### src/rtl/noc_pkg.sv
// Shared NoC types and helpers: 1-of-4 decode, flit record and default synchroniser depth.
package noc_pkg;

    localparam int unsigned NSYNC_DEF = 2;
    localparam int unsigned DW_DEF    = 16;

    typedef struct packed {
        logic              eof;
        logic [DW_DEF-1:0] data;
    } flit_t;

    // Lowest asserted rail wins, so multi-hot codes still decode deterministically.
    function automatic logic [1:0] dec1of4(input logic [3:0] r);
        if (r[0])      return 2'd0;
        else if (r[1]) return 2'd1;
        else if (r[2]) return 2'd2;
        else if (r[3]) return 2'd3;
        else           return 2'd0;
    endfunction

endpackage

### src/rtl/ni_fifo.sv
// Synchronous flit FIFO with a registered head; occupancy counts the head plus stored entries.
module ni_fifo #(
    parameter int unsigned W  = 17,
    parameter int unsigned FD = 4
) (
    input  logic         clk,
    input  logic         rst,
    input  logic         push,
    input  logic [W-1:0] wdata,
    input  logic         pop,
    output logic [W-1:0] rdata,
    output logic         vld,
    output logic         full,
    output logic         empty
);

    localparam int unsigned AW = (FD > 1) ? $clog2(FD) : 1;
    localparam int unsigned CW = $clog2(FD) + 1;

    logic [W-1:0]  mem [FD];
    logic [AW-1:0] wr_ptr, rd_ptr;
    logic [CW-1:0] mem_cnt;
    logic          head_vld;
    logic [W-1:0]  head_q;
    logic          push_ok, pop_ok, load;

    // Full ignores a same-cycle pop, so a pop never frees a slot for a push on the same edge.
    assign full    = (mem_cnt + CW'(head_vld)) == CW'(FD);
    assign empty   = ~head_vld && (mem_cnt == '0);
    assign push_ok = push & ~full;
    assign pop_ok  = pop & head_vld;
    assign load    = (mem_cnt != '0) && (~head_vld || pop_ok);

    always_ff @(posedge clk) begin
        if (push_ok) begin
            mem[wr_ptr] <= wdata;
        end
    end

    always_ff @(posedge clk) begin
        if (rst) begin
            wr_ptr   <= '0;
            rd_ptr   <= '0;
            mem_cnt  <= '0;
            head_vld <= 1'b0;
            head_q   <= '0;
        end else begin
            if (push_ok) begin
                wr_ptr <= wr_ptr + AW'(1);
            end
            if (load) begin
                head_q   <= mem[rd_ptr];
                rd_ptr   <= rd_ptr + AW'(1);
                head_vld <= 1'b1;
            end else if (pop_ok) begin
                head_vld <= 1'b0;
            end
            mem_cnt <= mem_cnt + CW'(push_ok) - CW'(load);
        end
    end

    assign rdata = head_q;
    assign vld   = head_vld;

endmodule

### src/rtl/ni_rx_sync.sv
// NI receiver: synchronises 1-of-4 QDI rails into clk, decodes tokens, queues flits, drives 4-phase ack.
module ni_rx_sync
    import noc_pkg::*;
#(
    parameter int unsigned DW    = 16,
    parameter int unsigned SCN   = DW / 2,
    parameter int unsigned FD    = 4,
    parameter int unsigned NSYNC = NSYNC_DEF
) (
    input  logic           clk,
    input  logic           rst,
    input  logic [SCN-1:0] i0,
    input  logic [SCN-1:0] i1,
    input  logic [SCN-1:0] i2,
    input  logic [SCN-1:0] i3,
    input  logic           i4,
    output logic           ia,
    output logic [DW-1:0]  dout,
    output logic           dout_eof,
    output logic           dout_vld,
    input  logic           dout_rdy,
    output logic           err
);

    localparam int unsigned RW = 4 * SCN + 1;

    typedef enum logic {IDLE, ACK} state_t;

    state_t        state_q, state_d;
    logic [RW-1:0] rails;
    logic [RW-1:0] sync_q [NSYNC];
    logic [SCN-1:0] s0, s1, s2, s3;
    logic          s4;
    logic [3:0]    code;
    logic          all_coded, data_any, multi;
    logic          data_done, eof_done, null_tok, illegal;
    logic [DW-1:0] dec;
    logic          push, full, empty;
    logic          err_q;
    logic [DW:0]   wflit, hflit;

    assign rails = {i4, i3, i2, i1, i0};

    always_ff @(posedge clk) begin
        if (rst) begin
            for (int unsigned i = 0; i < NSYNC; i++) begin
                sync_q[i] <= '0;
            end
        end else begin
            sync_q[0] <= rails;
            for (int unsigned i = 1; i < NSYNC; i++) begin
                sync_q[i] <= sync_q[i-1];
            end
        end
    end

    assign {s4, s3, s2, s1, s0} = sync_q[NSYNC-1];

    always_comb begin
        all_coded = 1'b1;
        data_any  = 1'b0;
        multi     = 1'b0;
        dec       = '0;
        code      = '0;
        for (int unsigned j = 0; j < SCN; j++) begin
            code = {s3[j], s2[j], s1[j], s0[j]};
            if (code == '0) all_coded = 1'b0;
            else            data_any  = 1'b1;
            if ((code & (code - 4'd1)) != '0) multi = 1'b1;
            dec[2*j +: 2] = dec1of4(code);
        end
    end

    // An eof rail alongside complete data is illegal but still completes, as a data flit.
    assign data_done = all_coded;
    assign eof_done  = s4 & ~data_any;
    assign null_tok  = ~s4 & ~data_any;
    assign illegal   = multi | (s4 & data_any);
    assign wflit     = {eof_done, dec};

    always_ff @(posedge clk) begin
        if (rst) begin
            state_q <= IDLE;
            err_q   <= 1'b0;
        end else begin
            state_q <= state_d;
            err_q   <= err_q | illegal;
        end
    end

    always_comb begin
        state_d = state_q;
        push    = 1'b0;
        case (state_q)
            IDLE: begin
                if ((data_done | eof_done) && !full) begin
                    push    = 1'b1;
                    state_d = ACK;
                end
            end
            ACK: begin
                if (null_tok) state_d = IDLE;
            end
            default: state_d = IDLE;
        endcase
    end

    ni_fifo #(
        .W  (DW + 1),
        .FD (FD)
    ) u_fifo (
        .clk   (clk),
        .rst   (rst),
        .push  (push),
        .wdata (wflit),
        .pop   (dout_rdy),
        .rdata (hflit),
        .vld   (dout_vld),
        .full  (full),
        .empty (empty)
    );

    assign ia       = (state_q == ACK);
    assign dout     = hflit[DW-1:0];
    assign dout_eof = hflit[DW];
    assign err      = err_q;

endmodule

### config.mk
export PLATFORM = sky130hd
export DESIGN_NAME = ni_rx_sync
export DESIGN_NICKNAME = d
export VERILOG_FILES = /design/src/rtl/noc_pkg.sv /design/src/rtl/ni_fifo.sv /design/src/rtl/ni_rx_sync.sv
export SDC_FILE = /design/constraint.sdc
export NUM_CORES = 1
export LEC_CHECK = 0
export BUFFER_PORTS_ARGS = -buffer_cell sky130_fd_sc_hd__buf_2
export CAP_MARGIN = 5
export CORE_MARGIN = 3
export CORE_UTILIZATION = 61
export CTS_BUF_LIST = sky130_fd_sc_hd__clkbuf_8
export DETAILED_ROUTE_END_ITERATION = 12
export PLACE_DENSITY = 0.84
export SLEW_MARGIN = 15
export SYNTH_ARGS = -nofsm -noshare
export SYNTH_HDL_FRONTEND = slang
export SYNTH_HIERARCHICAL = 1
export SYNTH_SLANG_ARGS = --single-unit
### constraint.sdc
create_clock -name clk -period 4.12 [get_ports clk]
set_input_delay 0 -clock clk [delete_from_list [all_inputs] [get_ports clk]]
set_output_delay 0 -clock clk [all_outputs]
set_load 0.005 [all_outputs]
# --- Word-level counts from Yosys, hierarchy flattened ---
# Memories as Yosys holds them, arrays and structs flattened. A register that Yosys moved wholly into a read port is not among the register bits.
# Index checks and enable logic that the tools add are counted.
word_totals:
  mem_count: 2
  register_bits: 10
  ramBits: 134
  word_cells: 135
  input_bits: 36
classes:
  n_bitwise: 23
  add_sub_neg: 13
  reduce_logical: 22
  eq_ne: 1
  mux: 68
memory_table:
  columns: ["name", "words", "width", "read_ports", "rd_clocked_by_memory_dff", "wr", "line_no", "rtl"]
  rows:
  - ["u_fifo.mem", 4, 17, 1, 1, 1, "ni_fifo.sv:20", "logic [W-1:0] mem [FD];"]
  - ["sync_q", 2, 33, 2, 0, 2, "ni_rx_sync.sv:31", "logic [RW-1:0] sync_q [NSYNC];"]
op_table:
  columns: ["cell", "count"]
  rows:
  - ["2-to-1 mux 33 bit", 2]
  - ["2-to-1 mux 2 bit", 32]
  - ["2-to-1 mux 1 bit", 33]
  - ["AND 4 bit", 8]
  - ["zero test 4 bit", 8]
  - ["nonzero test 4 bit", 8]
  - ["subtractor 4 x 1 -> 4 bit, second input constant", 8]
  - ["adder 3 x 1 -> 3 bit", 2]
  - ["AND 1 bit", 5]
  - ["inverter 1 bit", 5]
  - ["OR 1 bit", 5]
  - ["adder 2 x 1 -> 2 bit, second input constant", 2]
  - ["== test 3 bit, second input constant", 1]
  - ["nonzero test 3 bit", 1]
  - ["subtractor 3 x 1 -> 3 bit", 1]
  - ["logical AND 1 bit", 2]
  - ["one-hot mux 1 bit (2 select lines)", 1]
  - ["nonzero test 2 bit", 1]
  - ["zero test 1 bit", 1]
  - ["logical OR 1 bit", 1]

# --- Logic depth before layout (Yosys ltp) ---
# Gate-level depths: netlist of the first run.
logic_depth:
  word_depth: 18
  ltp_mapped: 16
  depth_no_buf: 16

# --- Cells and area by module ---
# The synthesis of the first run kept the hierarchy.
modules_own_cells:
  columns: ["mod", "area_each_um2", "cells_each", "instances"]
  rows:
  - ["ni_fifo", 3515.9, 183, 1]
  - ["ni_rx_sync", 2289.7, 229, 1]

# --- Worst setup path after synthesis of the first run ---
# Ideal clock, no wire load.
synth_timing:
  kind: "register -> register"
  start: "memory sync_q[0][46] (netlist bit)"
  end: "register u_fifo.mem_cnt[2]"
  stages_incl_launch_ff: 15
  path_slack_ns: 1.166
  required_time_ns: 4.042
  setup_ns: 0.078
  synth_period_minus_slack_ns: 2.954
  t_arrival_ns: 2.877
  cell_sequence: "dfxtp_1 > nor4_1 > nand4_1 > or3_1 > a21boi_1 > o31a_1 > inv_1 > ha_1 > inv_1 > ha_1 > inv_1 > fa_1 > xor2_1 > and2_2 > nor3_1"
synth_rtl:
  columns: ["element", "line_no", "rtl"]
  rows:
  - ["start: declaration", "ni_rx_sync.sv:31", null]
  - ["end signal: assignment", "ni_fifo.sv:58", "mem_cnt <= mem_cnt + CW'(push_ok) - CW'(load);"]
  - ["end: declaration", "ni_fifo.sv:22", "logic [CW-1:0] mem_cnt;"]

==> impl_summary.txt, run 1 <==
----------------------------------------------------
[Status]
  Status ... finished clean

[Setup path]
  Category of the worst setup path launch point ... flip-flop
  Required time at the endpoint of the critical path ... 4.47 ns
  Most Frequent Cell on Critical Path ... inv_1
  Number of buffer and inverter stages on the critical path ... 3
  Ordered list of cells on the worst path ... nor4_1, nand4_1, or3_1, a21boi_1, o31a_1, inv_1, ha_1, inv_1, ha_1, inv_1, fa_1, xor2_1, and2_2, nor3_1
  Cell class contributing the biggest share of worst-path delay ... simple AND/OR/NAND/NOR gates
  Largest fanout on the critical path ... 7
  Crit Path Class ... flip-flop to flip-flop
  Cell with the biggest individual delay on the critical path ... nor4_1
  Worst EP arrival ... 3.75 ns
  Largest incremental delay on the critical path ... 0.42 ns
  CP endpoint kind ... flip-flop

[Die]
  Die Area ... 0.0107 mm²
  Placement row count ... 34
  Top Ports ... 56
  Die H ... 104 µm
  Initial core utilization ... 64.6%
  Floorplan core area ... 0.00898 mm²
  Die span in x ... 104 µm

[GRT]
  Overall global routing resource usage ... 21.8%
  Maximum number of pins on one net before global-route repair ... 82
  Via count of the first global-routing pass ... 3654
  First-pass GRT wire length ... 18000 µm
  Grt ovf ... 0
  Initial antenna violation count ... 0

[Cells and area]
  Layout overhead on the synthesized area ... 19.0%
  Final design utilization ... 76.9%
  Antenna cells ... 0
  Post-layout nets ... 553
  Share of layout cells above drive strength 1 ... 25.0%

[STA]
  Number of failing setup endpoints in the final timing report ... 0
  Transition time at the pin with the least slew margin ... 1.09 ns
  Tmin final ... 3.41 ns
  Final Slew Violations ... 0
  Count of endpoints failing hold in the final timing report ... 0
  Unrepaired setup endpoints after global routing ... no
  Period Utilization, post-route ... 82.7%
  Worst-case headroom to the max-slew limit ... 26.7%
  Worst clock skew ... 0.0119 ns
  Highest achievable clock rate ... 294 MHz
  Final TNS setup ... 0 ns
  Setup slack after layout ... 0.713 ns

[Logic synthesis]
  Combined area of all synthesized cells ... 0.00580 mm²
  Mean cell area of the mapped netlist ... 14.1 µm²
  Yosys warnings ... 6
  Post-Synthesis Cells ... 411
  Total nets after synthesis ... 456

[CTS]
  Clock tree from TritonCTS ... yes
  Number of buffers added for setup after CTS ... 0
  CTS H-tree depth ... 4
  Number of gates resized after cts ... 0
  Clock slew at the register clock pins of the worst setup and hold paths ... 0.08 ns
  Clock buffer count from CTS ... 17
  TritonCTS sink count ... 161
  Clk Tree Root Cell ... clkbuf_8
  Post-CTS Hold Buffers ... 34
  Worst-case clock buffer depth ... 2
  Clock latency reported for the late side of the worst-skew pair ... 0.43 ns

[Pwr]
  Internal power component ... 2.71 mW
  Worst supply voltage drop on vdd ... 314 µV
  Fraction of power spent switching nets ... 26.3%
  Lkg Pwr ... 2.58 nW
  Fraction of power consumed by combinational cells ... 17.7%
  Power dissipated by switching net loads ... 0.965 mW
  Pwr per Cell Area ... 532 mW/mm²
  Sequential share of power ... 52.8%
  Clock network fraction of total power ... 29.6%

[Place]
  Count of input and output buffers ... 55
  Final weighted congestion in routability-driven placement ... 0.867
  Pre-CTS setup slack ... 0.732 ns
  HPWL after DPL ... 6750 µm

[Routing]
  Vias per inst ... 5.46
  Drt first pass iters ... 5
  Via count ... 3535
  WL/cell ... 17.1 µm
  Number of nets with antenna violations after routing ... 0
  Count of routing violations after the opening detailed-route iteration ... 226
  Residual DRC count ... 0
  Total Wirelength ... 11100 µm

[Worst hold path]
  Worst min-delay path class ... primary input to flip-flop

[Flow run]
  # Max-Cap Violations ... 0

----------------------------------------------------
## through the flow
step / instances / power [mW] / instance area [µm²] / hold slack (ns)
finish: 647 / 3.67 / 6900 / 0.219
CTS: 647 / 3.69 / 6900 / 0.201
floorplan: 411 / 2.40 / 5800 / 0.128
detailed placement: 581 / 2.60 / 6180 / 0.213
global route: 647 / 3.86 / 6900 / 0.229
global placement: 581 / 2.56 / 6180 / 0.209
## power by group through the flow
stage	registers [mW]	logic [mW]	clock network, mW
after floorplan	1.90	0.503	0
after global placement	1.97	0.592	0
after detailed placement	1.97	0.626	0
after CTS	1.94	0.653	1.10
after global routing	1.97	0.712	1.18
final	1.94	0.648	1.09
## layout make-up
| type | instances | area [µm²] |
|---|---|---|
| sequential | 161 | 3910 |
| fill | 521 | 2070 |
| multi-input combinational | 220 | 1760 |
| timing repair buffer | 92 | 638 |
| clock buffer | 17 | 234 |
| tap | 126 | 158 |
| clock inverter | 15 | 145 |
| inverter | 16 | 60.1 |
## state kept, by name (all words and copies together) (netlist names)
register,cells
u_fifo/vld,1
u_fifo/wr_ptr,2
u_fifo/mem,68
err,1
u_fifo/mem_cnt,3
sync_q,66
ia,1
u_fifo/rdata,17
u_fifo/rd_ptr,2
## cells in the final DEF (no fill, tap or decap), types with 3 or more instances in the layout
| cell | instances |
|---|---|
| clkinvlp_4 | 4 |
| ha_1 | 8 |
| nand2b_1 | 3 |
| mux4_2 | 17 |
| dlygate4sd3_1 | 34 |
| a22o_2 | 16 |
| or3_1 | 3 |
| nor3_1 | 12 |
| dfxtp_1 | 92 |
| inv_1 | 18 |
| buf_4 | 3 |
| and2_1 | 4 |
| nor2b_1 | 68 |
| clkbuf_8 | 17 |
| nor4_1 | 6 |
| nor2_1 | 25 |
| nand4_1 | 4 |
| buf_2 | 55 |
| a21oi_1 | 12 |
| o21ai_0 | 4 |
| nor4_2 | 4 |
| a22oi_1 | 7 |
| o22ai_1 | 5 |
| edfxtp_1 | 68 |
## worst min-delay path, stage by stage
cell and delay, ns:
buf_2 0.10, buf_4 0.34, nor2_1 0.16
## path summary, 6_finish.rpt
path                       from                end  slack [ns]  cells after the start
hold / removal              rst  u_fifo/mem_cnt[1]        0.22                      3
hold reg to reg   sync_q[0][27]      sync_q[0][60]        0.43                      1
setup reg to reg  sync_q[0][46]  u_fifo/mem_cnt[2]        0.71                     14
setup / recovery  sync_q[0][46]  u_fifo/mem_cnt[2]        0.71                     14
## routing by layer
layer | wire [µm] | global-route usage, % | part of all wire, % | vias to the layer above
li1 | - | - | - | 1685
met3 | 726 | 6.16 | 6.6 | 24
met5 | 0 | 0 | 0 | -
met4 | 217 | 10.3 | 2.0 | 0
met2 | 5730 | 38.3 | 52 | 144
met1 | 4380 | 24.8 | 40 | 1682
Power figures use the tool's default switching activity.
==> run 2: changes to the inputs <==
clock period = 3.32 ns   (was 4.12 ns; I/O delays follow)
==> run 2 against run 1 <==
  * Clock power increased by 24%
  * Final cell count increased by 0.77%
  * Utilization increased by 1.2 points
  * Sequential cell count unchanged
  * Critical path type unchanged
==> impl_summary.txt, run 2 (synthesized netlist as in run 1, its figures left out) <==
----------------------------------------------------
[Pwr]
  Internal power component ... 3.31 mW
  Worst supply voltage drop on vdd ... 383 µV
  Fraction of power spent switching nets ... 27.4%
  Lkg Pwr ... 2.64 nW
  Sequential share of power ... 51.7%
  Fraction of power consumed by combinational cells ... 18.6%
  Clock network fraction of total power ... 29.7%
  Pwr per Cell Area ... 650 mW/mm²
  Power dissipated by switching net loads ... 1.25 mW

[Setup path]
  Worst flop-to-flop path startpoint ... sync_q[0][41]
  CP endpoint kind ... flip-flop
  Terminus of the critical flop-to-flop path ... u_fifo/mem_cnt[2]
  Source of the critical timing path ... sync_q[0][41]
  Depth of the most critical reg-to-reg path ... 14
  Category of the worst setup path launch point ... flip-flop
  Reg2Reg Setup Slack ... 0.19 ns
  Crit Path Class ... flip-flop to flip-flop
  Required time at the endpoint of the critical path ... 3.69 ns
  Crit path to ... u_fifo/mem_cnt[2]
  Worst EP arrival ... 3.51 ns
  Largest fanout on the critical path ... 5

[STA]
  Worst clock skew ... 0.0111 ns
  Count of endpoints failing hold in the final timing report ... 0
  Period Utilization, post-route ... 94.4%
  Transition time at the pin with the least slew margin ... 0.868 ns
  Tmin final ... 3.13 ns
  Highest achievable clock rate ... 319 MHz
  Number of failing setup endpoints in the final timing report ... 0
  Worst slack on hold paths ... 0.0183 ns
  Worst-case headroom to the max-slew limit ... 42.1%
  Final Slew Violations ... 0

[CTS]
  Clock slew at the register clock pins of the worst setup and hold paths ... 0.09 ns
  Worst-case clock buffer depth ... 2
  Clock buffer count from CTS ... 17
  CTS H-tree depth ... 4
  Clk Tree Root Cell ... clkbuf_8
  Clock tree from TritonCTS ... yes
  TritonCTS sink count ... 161
  Clock latency reported for the late side of the worst-skew pair ... 0.45 ns

[Cells and area]
  Layout overhead on the synthesized area ... 20.8%
  Antenna cells ... 0
  Top register by number of flip-flops ... u_fifo/mem
  Area occupied by multi-input gates ... 0.00184 mm²
  Post-layout nets ... 558
  Flip-flop count of the largest register, all copies and words added ... 68
  Fillers ... 503
  Share of layout cells above drive strength 1 ... 27.8%
  Commonest cells after routing, fill and taps aside ... 91 x dfxtp_1, 68 x nor2b_1, 68 x edfxtp_1, 55 x buf_2, 34 x dlygate4sd3_1
  Most common cell after layout, fill and taps aside ... dfxtp_1
  Storage element area ... 0.00391 mm²
  Final design utilization ... 78.1%

[Die]
  Floorplan core area ... 0.00898 mm²
  Top Ports ... 56
  Initial core utilization ... 64.6%
  Placement row count ... 34
  Die H ... 104 µm
  Die span in x ... 104 µm
  Die Area ... 0.0107 mm²

[Place]
  Final weighted congestion in routability-driven placement ... 0.865
  Count of input and output buffers ... 55
  HPWL after DPL ... 6430 µm

[Routing]
  Via count ... 3498
  WL/cell ... 16.5 µm
  Drt first pass iters ... 5
  Total Wirelength ... 10800 µm
  Residual DRC count ... 0
  Count of routing violations after the opening detailed-route iteration ... 231
  Number of nets with antenna violations after routing ... 0
  Vias per inst ... 5.37

[GRT]
  First-pass GRT wire length ... 16700 µm
  Maximum number of pins on one net before global-route repair ... 81
  Via count of the first global-routing pass ... 3523
  Initial antenna violation count ... 0
  Overall global routing resource usage ... 20.2%
  Grt ovf ... 0

[Worst hold path]
  Worst min-delay path class ... primary input to flip-flop

[Status]
  Status ... finished clean

[Flow run]
  # Max-Cap Violations ... 0

----------------------------------------------------
==> run 2: changes by cell type in the layout (fill, tap and decap cells not counted), sizes merged <==
| cell | change |
|---|---|
| buf | +5 |
| inv | +8 |
| clkinv | -3 |
| clkinvlp | -4 |
| bufinv | -1 |
==> run 2: worst max-delay path, stage by stage, from the launching register on <==
cell,delay [ns]
dfxtp_2,0.36
nor4_4,0.36
nand4_1,0.21
or3_4,0.42
a21boi_2,0.16
o31a_1,0.17
inv_1,0.05
ha_1,0.27
inv_1,0.05
ha_1,0.13
inv_1,0.05
fa_1,0.36
xor2_1,0.16
and2_2,0.19
nor3_1,0.11
==> run 2: final cells by class <==
cell class	instances	share of cell area (%)
repair buffers	97	9.64
flip-flops and latches	161	55.7
well taps	126	2.25
clock inverters	15	2.00
clock buffers	17	3.34
multi-input cells	220	26.2
inverters	16	0.857
==> run 2: metrics by stage <==
stage	total power, mW	worst slack (ns)	instances	instance area [µm²]	setup TNS, ns
3_3_place_gp	3.17	0.245	585	6210	0
5_1_grt	4.77	-0.0397	652	7010	-0.0397
6_report	4.56	0.185	652	7010	0
3_5_place_dp	3.20	0.117	585	6210	0
4_1_cts	4.57	0.0852	651	6930	0
2_1_floorplan	2.98	0.366	411	5800	0
==> run 2: power groups by stage <==
stage	Sequential [mW]	Clock [mW]	Combinational (mW)
floorplan	2.36	0	0.624
CTS	2.35	1.38	0.838
global route	2.38	1.46	0.937
global placement	2.39	0	0.782
finish	2.36	1.35	0.846
detailed placement	2.40	0	0.807
==> run 2: metal layers <==
| layer | vias up | share of wire (%) | track usage [%] |
|---|---|---|---|
| li1 | 1697 | - | - |
| met1 | 1633 | 39 | 23.0 |
| met2 | 138 | 52 | 35.3 |
| met3 | 30 | 6.4 | 5.60 |
| met4 | 0 | 2.5 | 9.69 |
| met5 | - | 0 | 0 |
==> run 2: how the worst min path moves through the flow <==
stage	start	to	cells past startpoint
2_1_floorplan	i0[0]	sync_q[0][0]	1
3_3_place_gp	i4	sync_q[0][32]	2
3_5_place_dp	i2[4]	sync_q[0][20]	2
4_1_cts	rst	u_fifo/rdata[15]	3
5_1_grt	rst	u_fifo/rdata[15]	3
6_report	rst	u_fifo/rdata[15]	3
==> run 2: what timing repair did <==
action	in CTS	in global routing
setup endpoints to repair	0	1
buffers inserted	0	1
resized for setup	0	12
hold endpoints to repair	35	0
hold buffers	34	0
==> run 3: changes to the inputs <==
CORE_UTILIZATION = 60   (was 61)
PLACE_DENSITY = 0.81   (was 0.84)
==> run 3 against run 2 <==
  * Sequential share of layout area increased by 0.32 points
  * Clock skew up 0.00093 ns
  * Critical endpoint unchanged
  * Die area is 1.6% higher
  * Register-to-register slack hardly changed
==> impl_summary.txt, run 3 (synthesized netlist as in run 1, its figures left out) <==
----------------------------------------------------
[Place]
  Count of input and output buffers ... 55
  HPWL after DPL ... 6440 µm
  Final weighted congestion in routability-driven placement ... 0.899
  DP Area ... 0.00621 mm²

[Cells and area]
  Flip-flop count of the largest register, all copies and words added ... 68
  Post-layout nets ... 557
  Share of layout cells above drive strength 1 ... 26.3%
  Commonest cells after routing, fill and taps aside ... 93 x dfxtp_1, 68 x nor2b_1, 68 x edfxtp_1, 55 x buf_2, 34 x dlygate4sd3_1
  Final instance area ... 0.00697 mm²
  Most common cell after layout, fill and taps aside ... dfxtp_1
  Antenna cells ... 0
  Final design utilization ... 74.7%
  Layout overhead on the synthesized area ... 20.1%
  Top register by number of flip-flops ... u_fifo/mem

[STA]
  Highest achievable clock rate ... 320 MHz
  Worst-case headroom to the max-slew limit ... 25.7%
  Count of endpoints failing hold in the final timing report ... 0
  Final Slew Violations ... 0
  Worst clock skew ... 0.0121 ns
  Number of failing setup endpoints in the final timing report ... 0
  Transition time at the pin with the least slew margin ... 1.11 ns
  Period Utilization, post-route ... 94.2%
  Tmin final ... 3.13 ns
  Final TNS setup ... 0 ns
  Unrepaired setup endpoints after global routing ... no

[Setup path]
  Cell with the biggest individual delay on the critical path ... nor4_1
  Number of buffer and inverter stages on the critical path ... 3
  Cell class contributing the biggest share of worst-path delay ... simple AND/OR/NAND/NOR gates
  Largest fanout on the critical path ... 5
  Ordered list of cells on the worst path ... nor4_1, nand4_1, or3_1, a21boi_1, o31a_1, inv_1, ha_1, inv_1, ha_1, inv_1, fa_1, xor2_1, and2_2, nor3_1
  Required time at the endpoint of the critical path ... 3.67 ns
  Largest incremental delay on the critical path ... 0.43 ns
  Worst EP arrival ... 3.48 ns
  Crit Path Class ... flip-flop to flip-flop
  CP endpoint kind ... flip-flop
  Category of the worst setup path launch point ... flip-flop
  Most Frequent Cell on Critical Path ... inv_1

[Routing]
  Via count ... 3472
  Vias per inst ... 5.31
  Total Wirelength ... 10300 µm
  WL/cell ... 15.8 µm
  Number of nets with antenna violations after routing ... 0
  Drt first pass iters ... 4
  Residual DRC count ... 0
  Count of routing violations after the opening detailed-route iteration ... 163

[Pwr]
  Pwr per Cell Area ... 652 mW/mm²
  Lkg Pwr ... 2.63 nW
  Worst supply voltage drop on vdd ... 398 µV

[GRT]
  Maximum number of pins on one net before global-route repair ... 81
  Grt ovf ... 0
  First-pass GRT wire length ... 16600 µm
  Initial antenna violation count ... 0
  Overall global routing resource usage ... 19.6%
  Via count of the first global-routing pass ... 3583

[Die]
  Die H ... 104 µm
  Placement row count ... 35
  Die Area ... 0.0109 mm²
  Initial core utilization ... 62.2%
  Die span in x ... 104 µm
  Floorplan core area ... 0.00933 mm²
  Top Ports ... 56

[CTS]
  Clock latency reported for the late side of the worst-skew pair ... 0.42 ns
  Number of buffers added for setup after CTS ... 0
  Clock tree from TritonCTS ... yes
  Clock slew at the register clock pins of the worst setup and hold paths ... 0.09 ns
  Worst-case clock buffer depth ... 2
  Clock buffer count from CTS ... 17
  Clk Tree Root Cell ... clkbuf_8
  CTS H-tree depth ... 4
  TritonCTS sink count ... 161

[Status]
  Status ... finished clean

[Flow run]
  # Max-Cap Violations ... 0

[Worst hold path]
  Worst min-delay path class ... primary input to flip-flop

----------------------------------------------------
==> run 3: cell types whose count changed in the layout (fill, tap and decap cells not counted), moves of 2 or more <==
cell / before / now
dfxtp_1: 91 / 93
dfxtp_2: 2 / 0
inv_6: 8 / 5
inv_8: 1 / 3
nor4_1: 2 / 5
nor4_2: 4 / 2
==> run 3: layer usage <==
metal / up-vias / share of wire [%] / track usage (%)
li1: 1695 / - / -
met1: 1652 / 42 / 23.0
met2: 115 / 52 / 35.1
met3: 10 / 5.0 / 5.28
met4: 0 / 1.3 / 5.60
met5: - / 0 / 0
==> run 3: report_power, final <==
group / switching, mW / total, mW / internal, mW
Clock: 0.730 / 1.35 / 0.618
Combinational: 0.368 / 0.839 / 0.471
Sequential: 0.133 / 2.35 / 2.22
Total: 1.23 / 4.54 / 3.31
==> run 3: cell type report <==
type / instances / area [µm²]
Timing Repair Buffer: 96 / 668
Inverter: 16 / 60.1
Multi-Input combinational cell: 220 / 1790
Tap cell: 129 / 161
Clock inverter: 15 / 144
Fill cell: 557 / 2360
Sequential cell: 161 / 3900
Clock buffer: 17 / 234
==> run 3: final timing paths <==
check                 from                end  cells after the start  slack (ns)
min                    rst   u_fifo/rdata[15]                      3        0.09
max          sync_q[0][46]  u_fifo/mem_cnt[2]                     14        0.19
max reg2reg  sync_q[0][46]  u_fifo/mem_cnt[2]                     14        0.19
min reg2reg  sync_q[0][15]      sync_q[0][48]                      1        0.44
==> run 3: tightest hold or removal path, delay by kind of cell <==
kind            cells  cell delay (ns)
simple gates        1             0.14
buf+inv             1             0.09
compound gates      1             0.24
==> run 3: per-stage QoR <==
step | cells | power [mW] | setup slack [ns] | hold slack [ns]
CTS | 654 | 4.57 | 0.139 | 0.0759
global route | 654 | 4.77 | 0.0141 | 0.0911
global placement | 588 | 3.17 | 0.260 | 0.208
detailed placement | 588 | 3.21 | 0.190 | 0.212
floorplan | 411 | 2.98 | 0.366 | 0.128
finish | 654 | 4.54 | 0.191 | 0.0886
==> run 3: what timing repair did <==
item,CTS,global route
hold buffers,34,0
gates resized for setup,0,4
endpoints found under the setup margin,0,1
hold endpoints to repair,35,0
